--- src/rtl/smv_calc.sv ---
// Squared signal magnitude x^2+y^2+z^2 of one signed 3-axis sample, computed
// with a single iterative shift-add multiplier (W+1 steps per axis).
module smv_calc #(
    parameter int unsigned W     = 12,
    parameter int unsigned OUT_W = 32
) (
    input  logic                clk,
    input  logic                reset,
    input  logic                sample_valid,
    input  logic signed [W-1:0] x_in,
    input  logic signed [W-1:0] y_in,
    input  logic signed [W-1:0] z_in,
    output logic [OUT_W-1:0]    SMV_out,
    output logic                smv_valid,
    output logic                busy,
    output logic                overrun
);

    localparam int unsigned AccW = 2 * W + 1;
    localparam int unsigned BitW = $clog2(W + 1);
    localparam logic [BitW-1:0] LastBit = BitW'(W);

    typedef enum logic [1:0] {StIdle, StSq, StDone} state_e;

    state_e           state_q, state_d;
    logic [W:0]       mag_x_q, mag_x_d, mag_y_q, mag_y_d, mag_z_q, mag_z_d;
    logic [1:0]       axis_q, axis_d;
    logic [BitW-1:0]  bit_q, bit_d;
    logic [AccW-1:0]  acc_q, acc_d;
    logic [OUT_W-1:0] smv_q, smv_d;
    logic             smv_valid_q, smv_valid_d;
    logic             overrun_q, overrun_d;
    logic [W:0]       cur_mag;
    logic [W:0]       cur_shr;

    // Magnitude in W+1 bits so the most negative sample stays exact.
    function automatic logic [W:0] abs_mag(input logic signed [W-1:0] v);
        logic [W:0] ext;
        ext = {v[W-1], v};
        return v[W-1] ? (~ext + (W+1)'(1)) : ext;
    endfunction

    always_comb begin
        cur_mag = mag_x_q;
        unique case (axis_q)
            2'd1:    cur_mag = mag_y_q;
            2'd2:    cur_mag = mag_z_q;
            default: cur_mag = mag_x_q;
        endcase
        cur_shr = cur_mag >> bit_q;
    end

    always_comb begin
        state_d     = state_q;
        mag_x_d     = mag_x_q;
        mag_y_d     = mag_y_q;
        mag_z_d     = mag_z_q;
        axis_d      = axis_q;
        bit_d       = bit_q;
        acc_d       = acc_q;
        smv_d       = smv_q;
        smv_valid_d = 1'b0;
        overrun_d   = overrun_q | (sample_valid && (state_q != StIdle));

        unique case (state_q)
            StIdle: begin
                if (sample_valid) begin
                    mag_x_d = abs_mag(x_in);
                    mag_y_d = abs_mag(y_in);
                    mag_z_d = abs_mag(z_in);
                    acc_d   = '0;
                    axis_d  = 2'd0;
                    bit_d   = '0;
                    state_d = StSq;
                end
            end
            StSq: begin
                if (cur_shr[0]) begin
                    acc_d = acc_q + (AccW'(cur_mag) << bit_q);
                end
                if (bit_q == LastBit) begin
                    bit_d = '0;
                    if (axis_q == 2'd2) begin
                        axis_d  = 2'd0;
                        state_d = StDone;
                    end else begin
                        axis_d = axis_q + 2'd1;
                    end
                end else begin
                    bit_d = bit_q + BitW'(1);
                end
            end
            StDone: begin
                smv_d       = OUT_W'(acc_q);
                smv_valid_d = 1'b1;
                state_d     = StIdle;
            end
            default: state_d = StIdle;
        endcase
    end

    always_ff @(posedge clk or negedge reset) begin
        if (!reset) begin
            state_q     <= StIdle;
            mag_x_q     <= '0;
            mag_y_q     <= '0;
            mag_z_q     <= '0;
            axis_q      <= 2'd0;
            bit_q       <= '0;
            acc_q       <= '0;
            smv_q       <= '0;
            smv_valid_q <= 1'b0;
            overrun_q   <= 1'b0;
        end else begin
            state_q     <= state_d;
            mag_x_q     <= mag_x_d;
            mag_y_q     <= mag_y_d;
            mag_z_q     <= mag_z_d;
            axis_q      <= axis_d;
            bit_q       <= bit_d;
            acc_q       <= acc_d;
            smv_q       <= smv_d;
            smv_valid_q <= smv_valid_d;
            overrun_q   <= overrun_d;
        end
    end

    assign SMV_out   = smv_q;
    assign smv_valid = smv_valid_q;
    assign busy      = (state_q != StIdle);
    assign overrun   = overrun_q;

endmodule

--- config.mk ---
export PLATFORM = sky130hd
export DESIGN_NAME = smv_calc
export DESIGN_NICKNAME = d
export VERILOG_FILES = /design/src/rtl/smv_calc.sv
export SDC_FILE = /design/constraint.sdc
export NUM_CORES = 1
export LEC_CHECK = 0
export ABC_AREA = 1
export CELL_PAD_IN_SITES_DETAIL_PLACEMENT = 1
export CELL_PAD_IN_SITES_GLOBAL_PLACEMENT = 1
export CORE_MARGIN = 2
export CORE_UTILIZATION = 45
export DETAILED_ROUTE_END_ITERATION = 10
export HOLD_SLACK_MARGIN = 0.12
export PLACE_DENSITY_LB_ADDON = 0.1
export SLEW_MARGIN = 20
export SYNTH_ARGS = -nofsm -noshare
export SYNTH_HDL_FRONTEND = slang
export SYNTH_SLANG_ARGS = --single-unit
--- constraint.sdc ---
create_clock -name clk -period 7.1 [get_ports clk]
set_input_delay 1.42 -clock clk [delete_from_list [all_inputs] [get_ports clk]]
set_output_delay 1.42 -clock clk [all_outputs]
set_load 0.005 [all_outputs]
==> reports/metrics.cfg, run 1 <==
[synthesis]
ys_top_cells_by_area=dfrtp_1 (35%), nand2_1 (19%), ha_1 (5.9%)
synth_top_area_frac=0.3451
synth.ff_latch_count=99
yosysTopAreaCell=dfrtp_1
ys.flop_type=dfrtp_1
synth.distinct_cells=45
synth_cells=1045
syn-cell-area_sq_um=7178
synth_seq_area_share=0.3451
ys_warn_count=0
syn_area_per_cell_sq_um=6.869
synthArstFlopShare=1.000
synth_edf_count=0

[power_and_ir_drop]
power_density_nw_per_um2=137.8
ir_worst_vdd_v=0.0001118
switchingPower_mw=0.2803
share_comb_of_total_power=0.061
power.leakage_nw=4.050
p_sw_frac=0.2481
power_mw=1.130
power_frac_clock=0.440
internal_power_mw=0.8495
seq_power_share=0.499

[sta]
period_share=0.6485
layout_min_cycle_time_ns=4.604
whs_ns=0.4715
slew_headroom=0.4417
fin_tns_setup_ns=0
worst_slew_pin_slew_ns=0.8375
setup_violations=0
fmax_ghz=0.2172
skew_ns=0.01487
rsz0062_at_grt=false
hold_viol_final=0
finalMaxSlewViolations=0
setup_ws_ns=2.496

[flow_run]
max_cap_viol_count=0

[min_path]
min_path_type=reg2reg

[clock_tree]
numCtsBuffers=9
cts_max_level=3
clk_pin_slew_ns=0.08
postCtsSetupBuffers=0
cts_hold_buf=0
clock_path_buffers=2
clkLatencyLatePin_ns=0.37
cts_resized=0
clockRootBuffer=clkbuf_16
cts_num_sinks=99
cts_tree=built

[die]
die_h_um=130.3
die_x_um=130.3
coreArea_sq_um=15710
ioPinCount=74
dieArea_sq_um=16980
num_rows=46
start_util=0.4568

[run_status]
status=complete, no violations

[global_route]
gr-total-overflow=0
first_global_vias=7016
track_usage=0.2691
grt_pass1_wl_mm=35.48
antenna_found_initial=0
grt_max_degree=67

[place]
port_buffers=66
dp_slack_ns=2.541
hpwl_mm=16.84
finalWeightedCongestion=0.9923

[layout]
drive_gt1_frac=0.04205
antennaDiodeCount=0
nNetsFinal=1163
fin_util=0.5218
mostFrequentLayoutCells=nand2_1 (359), dfrtp_1 (99), nand3_1 (83), nor2_1 (83), o21ai_0 (81)
final_common_cell=nand2_1
area_growth_pct=14.22

[route]
first_iter_violations=338
wl_mm=21.55
drcViolationCount=0
ant_nets=0
viasPerCell=5.345
vias=7002
drtPass1Iterations=5
routedWlPerCell_um=16.45

[critical_path]
crit_path_frequent_cell=inv_1
reg2reg_slack_ns=2.50
slowest_stage=ha_1
path_class=reg2reg
cp.arrival_ns=4.86
critPathCaptureType=flop
crit_path_max_fanout=25
crit_required_ns=7.36
worst_setup_path_start_kind=flop
crit_chain=inv_1, ha_1, or2_1, nand3_1, nor2_1, inv_1, nor3_1, ha_1, inv_1, fa_1, inv_1, nand3_1, nand2_1, inv_1, o21ai_0, inv_1, o21ai_0, nand2_1, nand2_1, nor2_1, nand2_2, nand2_1
critical_path.max_stage_delay_ns=0.77

power by group through the flow:
stage / combinational [mW] / clock (mW) / sequential, mW
after global placement: 0.0694 / 0 / 0.575
after detailed placement: 0.0704 / 0 / 0.575
final: 0.0688 / 0.498 / 0.563
after CTS: 0.0706 / 0.510 / 0.563
after floorplan: 0.0284 / 0 / 0.575
after global routing: 0.0780 / 0.526 / 0.563
cell usage after synthesis, drive strengths merged, types with 5 or more instances:
master / instances
clkinv: 5
a21oi: 40
nand2: 374
inv: 78
ha: 34
nor3: 19
a31oi: 5
o21ai: 85
clkbuf: 19
nor2: 83
nand3: 87
xor2: 19
or2: 8
dfrtp: 99
nand4: 19
buf: 24
xnor2: 10
o31ai: 5
state kept, by name, summed over array words and instances (netlist names):
signal	flops
SMV_out	25
acc_q	25
mag_x_q	13
mag_y_q	13
mag_z_q	13
bit_q	4
axis_q	2
state_q	2
overrun	1
smv_valid	1
cells by family after synthesis:
group,after synthesis,synth area share
AOI/OAI and AO/OA,152,0.1152
xor gates and xnor gates,29,0.03538
adders and majority gates,35,0.06205
buffers and inverters,126,0.07896
DFF,99,0.3451
muxes,4,0.005578
other,1,0.0005224
and+or+nand+nor,599,0.3572
metrics by stage:
step,std cells,area [sq um]
final,1310,8199
after global routing,1310,8199
after global placement,1294,7906
after CTS,1310,8199
after detailed placement,1294,7906
after floorplan,1051,7201
cell type report:
class                           instances  area (sq um)
Tap cell                              216         270.3
Sequential cell                        99          2477
Clock inverter                          6         53.80
Multi-Input combinational cell        826          4159
Inverter                               83         311.5
Fill cell                            2091          7513
Timing Repair Buffer                   70         688.2
Clock buffer                           10         239.0
per-layer routing:
layer / global-route usage / share of wire / vias up
met1: 0.3249 / 0.44 / 3345
met5: 0 / 0 / -
met2: 0.4891 / 0.51 / 125
met3: 0.02665 / 0.022 / 38
met4: 0.1120 / 0.032 / 0
li1: - / - / 3494
worst paths after layout:
check                            start           to  cells past startpoint
setup / recovery             axis_q[0]    acc_q[10]                     22
hold / removal             SMV_out[18]  SMV_out[18]                      2
setup reg to reg             axis_q[0]    acc_q[10]                     22
hold reg to reg            SMV_out[18]  SMV_out[18]                      2
max in group asynchronous        reset   mag_x_q[8]                      2
min in group asynchronous        reset  SMV_out[10]                      1
worst max-delay path, delay by kind of cell, from the launching register on:
family	cells	cell delay, ns
AO/OA/AOI/OAI	2	0.89
buffers and inverters	6	0.52
AND/OR/NAND/NOR	11	1.31
flip-flops	1	0.37
adder cells (fa/ha/maj)	3	1.40
Power figures use the tool's default switching activity.
==> run 2: changes to the inputs <==
Settings changed: CORE_UTILIZATION 45 to 42.
Clock period 7.1 ns to 4.7 ns, I/O delays scaled along.
==> reports/metrics.cfg, run 2 (synthesized netlist as in run 1, its figures left out) <==
[sta]
whs_ns=0.4582
worst_slew_pin_slew_ns=0.9292
period_share=0.8894
skew_ns=0.01348
slew_headroom=0.3806
setup_ws_ns=0.5198
layout_min_cycle_time_ns=4.180
finalMaxSlewViolations=0
rsz0062_at_grt=false
fmax_ghz=0.2392
setup_violations=0
fin_tns_setup_ns=0
hold_viol_final=0

[layout]
final_cells=1321
area_growth_pct=15.27
nNetsFinal=1170
final_cell_area_sq_um=8274
antennaDiodeCount=0
final_common_cell=nand2_1
drive_gt1_frac=0.04814
mostFrequentLayoutCells=nand2_1 (359), dfrtp_1 (99), nand3_1 (83), nor2_1 (83), o21ai_0 (80)

[global_route]
grt_util_met1=0.3099
grtUsageMet3=0.02965
use_met2=0.4746
grt_max_degree=72
antenna_found_initial=0
gr-total-overflow=0
first_global_vias=7271
track_usage=0.2587
grt_pass1_wl_mm=36.94
busiest_layer=met2

[die]
die_x_um=134.7
dieArea_sq_um=18150
start_util=0.4313
ioPinCount=74
die_h_um=134.7
coreArea_sq_um=16640
num_rows=47

[route]
drcViolationCount=0
first_iter_violations=342
viasPerCell=5.300
vias=7001
ant_nets=0
routedWlPerCell_um=16.69
drtPass1Iterations=4
wl_mm=22.05

[clock_tree]
cts_num_sinks=99
numCtsBuffers=9
clk_pin_slew_ns=0.08
clkLatencyLatePin_ns=0.37
clockRootBuffer=clkbuf_16
clock_path_buffers=2
cts_tree=built
postCtsSetupBuffers=0
cts_max_level=3

[critical_path]
cp.arrival_ns=4.45
crit_path_max_fanout=14
r2r-end=acc_q[10]
reg2reg_slack_ns=0.52
crit_start=axis_q[0]
path_class=reg2reg
crit_required_ns=4.97
critPathCaptureType=flop
reg2regPathDepth=23
worst_setup_path_start_kind=flop
r2r_start=axis_q[0]

[place]
dp_slack_ns=0.1824
place_area_sq_um=7964
port_buffers=66
finalWeightedCongestion=0.9891
dp_cells=1305
hpwl_mm=17.13

[power_and_ir_drop]
power.leakage_nw=4.094
ir_worst_vdd_v=0.0001523
power_density_nw_per_um2=213.0

[min_path]
holdPathEnd=overrun
min_path_type=reg2reg
worstHoldStart=overrun
whs_path_depth=1

[run_status]
status=complete, no violations

[flow_run]
max_cap_viol_count=0

run 2: cell types whose count changed in the layout (fill, tap and decap cells not counted), sizes merged:
| cell | change |
|---|---|
| bufinv | +1 |
| inv | +1 |
| buf | +7 |
| clkinv | -1 |
| clkinvlp | -1 |
run 2: worst max-delay path by stage:
stage,cells past startpoint,end,slack [ns]
floorplan,23,acc_q[10],1.38
global placement,22,acc_q[10],0.29
detailed placement,22,acc_q[10],0.18
CTS,22,acc_q[10],0.13
global route,23,acc_q[10],0.07
finish,23,acc_q[10],0.52
run 2: what timing repair did:
action	CTS	global route
endpoints found under the setup margin	0	5
gates resized for setup	0	2
hold buffers	0	0
run 2: final cells by class:
class	count	area, sq um
Fill cell	2164	8368
Multi-Input combinational cell	826	4161
Sequential cell	99	2477
Timing Repair Buffer	77	740.7
Inverter	83	311.5
Tap cell	220	275.3
Clock buffer	10	229.0
Clock inverter	6	78.83
run 2: power breakdown:
group,switching (mW),leakage (nW),internal [mW]
sequential,0.0000000000000000180,1.30,0.851
combinational,0.0560,2.64,0.0477
clock,0.380,0.152,0.427
run 2: through the flow:
| stage | total power [mW] | util |
|---|---|---|
| global route | 1.819 | 0.4972 |
| global placement | 0.9725 | 0.4785 |
| finish | 1.762 | 0.4972 |
| CTS | 1.778 | 0.4970 |
| detailed placement | 0.9739 | 0.4785 |
| floorplan | 0.9110 | - |
run 2: critical path, cell delays in order (launching register included):
cell	delay (ns)
dfrtp_1	0.41
inv_1	0.11
ha_1	0.46
nand2_1	0.14
nand3_1	0.15
nand3_1	0.16
nor2_1	0.21
inv_1	0.09
nor3_1	0.20
ha_1	0.25
inv_1	0.08
fa_1	0.41
inv_1	0.10
nand3_1	0.07
nand2_1	0.21
inv_1	0.07
o21ai_1	0.37
inv_1	0.07
o21ai_0	0.21
nand2_1	0.08
nand2_1	0.06
nor2_1	0.06
nand2_2	0.06
nand2_1	0.05
run 2: routing by layer:
layer  wire length (um)  up-vias
li1                   -     3501
met1               9517     3352
met2              11460      112
met3                533       36
met4                537        0
met5                  0        -
==> run 3: changes to the inputs <==
Settings changed: CORE_MARGIN 2 to 5, PLACE_DENSITY set to 0.85, PLACE_DENSITY_LB_ADDON 0.1 to unset.
==> reports/metrics.cfg, run 3 (synthesized netlist as in run 1, its figures left out) <==
[sta]
period_share=0.9032
finalMaxSlewViolations=0
slew_headroom=0.4221
layout_min_cycle_time_ns=4.245
whs_ns=0.4686
fin_tns_setup_ns=0
skew_ns=0.009350
fmax_ghz=0.2356
worst_slew_pin_slew_ns=0.8669
rsz0062_at_grt=false
hold_viol_final=0
setup_violations=0

[layout]
final_cells=1318
drive_gt1_frac=0.04463
nNetsFinal=1168
area_growth_pct=15.11
final_common_cell=nand2_1
antennaDiodeCount=0
mostFrequentLayoutCells=nand2_1 (359), dfrtp_1 (99), nand3_1 (83), nor2_1 (83), o21ai_0 (81)

[critical_path]
crit_path_max_fanout=25
crit_chain=inv_1, ha_1, nand3_1, nand3_1, nor2_1, a31oi_1, nand2_1, o21ai_0, o21ai_0, ha_1, nand2_1, inv_1, nand3_1, nor3_1, nand3_1, nand3_1, nand2_1, nand4_1, nand2_1
cp.arrival_ns=4.49
critPathCaptureType=flop
worst_setup_path_start_kind=flop
path_class=reg2reg
cp.depth=19
crit_family=simple AND/OR/NAND/NOR gates
critical_path.max_stage_delay_ns=0.75
worst-path-buf-inv=2
crit_path_frequent_cell=nand3_1
crit_required_ns=4.94
reg2regPathDepth=19
slowest_stage=ha_1

[route]
wl_mm=21.14
ant_nets=0
vias=6939
routedWlPerCell_um=16.04
first_iter_violations=300
drcViolationCount=0
drtPass1Iterations=4
viasPerCell=5.265

[die]
num_rows=47
ioPinCount=74
die_h_um=140.7
die_x_um=140.7
dieArea_sq_um=19800
start_util=0.4298
coreArea_sq_um=16700

[power_and_ir_drop]
ir_worst_vdd_v=0.0001622
power.leakage_nw=4.084
power_density_nw_per_um2=213.6

[place]
hpwl_mm=16.72
port_buffers=66
finalWeightedCongestion=0.9450
dp_cells=1303

[clock_tree]
clk_pin_slew_ns=0.07
postCtsSetupBuffers=0
clockRootBuffer=clkbuf_16
cts_max_level=3
numCtsBuffers=9
cts_tree=built
clkLatencyLatePin_ns=0.36
cts_hold_buf=0
cts_resized=0
cts_num_sinks=99
clock_path_buffers=2

[global_route]
antenna_found_initial=0
grt_pass1_wl_mm=35.37
first_global_vias=7185
gr-total-overflow=0
grt_max_degree=68
track_usage=0.2193

[run_status]
status=complete, no violations

[flow_run]
max_cap_viol_count=0

[min_path]
min_path_type=reg2reg
whs_path_depth=1

[run 3: final timing paths]
kind | from | end | slack, ns
worst max-delay path | axis_q[0] | acc_q[22] | 0.46
worst min-delay path | overrun | overrun | 0.47
worst max register to register | axis_q[0] | acc_q[22] | 0.46
worst min register to register | overrun | overrun | 0.47
max in group asynchronous | reset | mag_y_q[12] | 3.04
min in group asynchronous | reset | SMV_out[11] | 0.69
[run 3: metal layers]
metal	GRT usage	vias up	wire, um
li1	-	3482	-
met1	0.2620	3313	9201
met2	0.4047	107	10860
met3	0.02167	37	538
met4	0.08414	0	536
met5	0	-	0
[run 3: cell type report]
cell class / instances / area (sq um)
fill: 2203 / 8438
multi-input combinational: 826 / 4159
sequential: 99 / 2477
timing repair buffer: 75 / 725.7
inverter: 83 / 311.5
tap: 220 / 275.3
clock buffer: 10 / 229.0
clock inverter: 5 / 85.08
[run 3: through the flow]
step	area, sq um	util	setup slack [ns]	power [mW]
global route	8263	0.4948	0.06304	1.830
global placement	7949	0.4760	0.6487	0.9710
CTS	8263	0.4948	0.5477	1.786
floorplan	7201	-	1.377	0.9110
detailed placement	7949	0.4760	0.5993	0.9737
finish	8263	0.4948	0.4550	1.765
[run 3: worst register-to-register path: stages, from the launching register on]
cell and delay [ns]:
dfrtp_1 0.36, inv_1 0.08, ha_1 0.75, nand3_1 0.23, nand3_1 0.18, nor2_1 0.07, a31oi_1 0.34, nand2_1 0.09
o21ai_0 0.11, o21ai_0 0.20, ha_1 0.44, nand2_1 0.10, inv_1 0.08, nand3_1 0.14, nor3_1 0.38, nand3_1 0.24
nand3_1 0.13, nand2_1 0.06, nand4_1 0.09, nand2_1 0.07
[run 3: power breakdown]
part / switching, mW / internal [mW] / leakage [nW]
clock: 0.342 / 0.468 / 0.150
sequential: 0.0000000000000000201 / 0.851 / 1.30
combinational: 0.0559 / 0.0477 / 2.64
total: 0.398 / 1.37 / 4.08
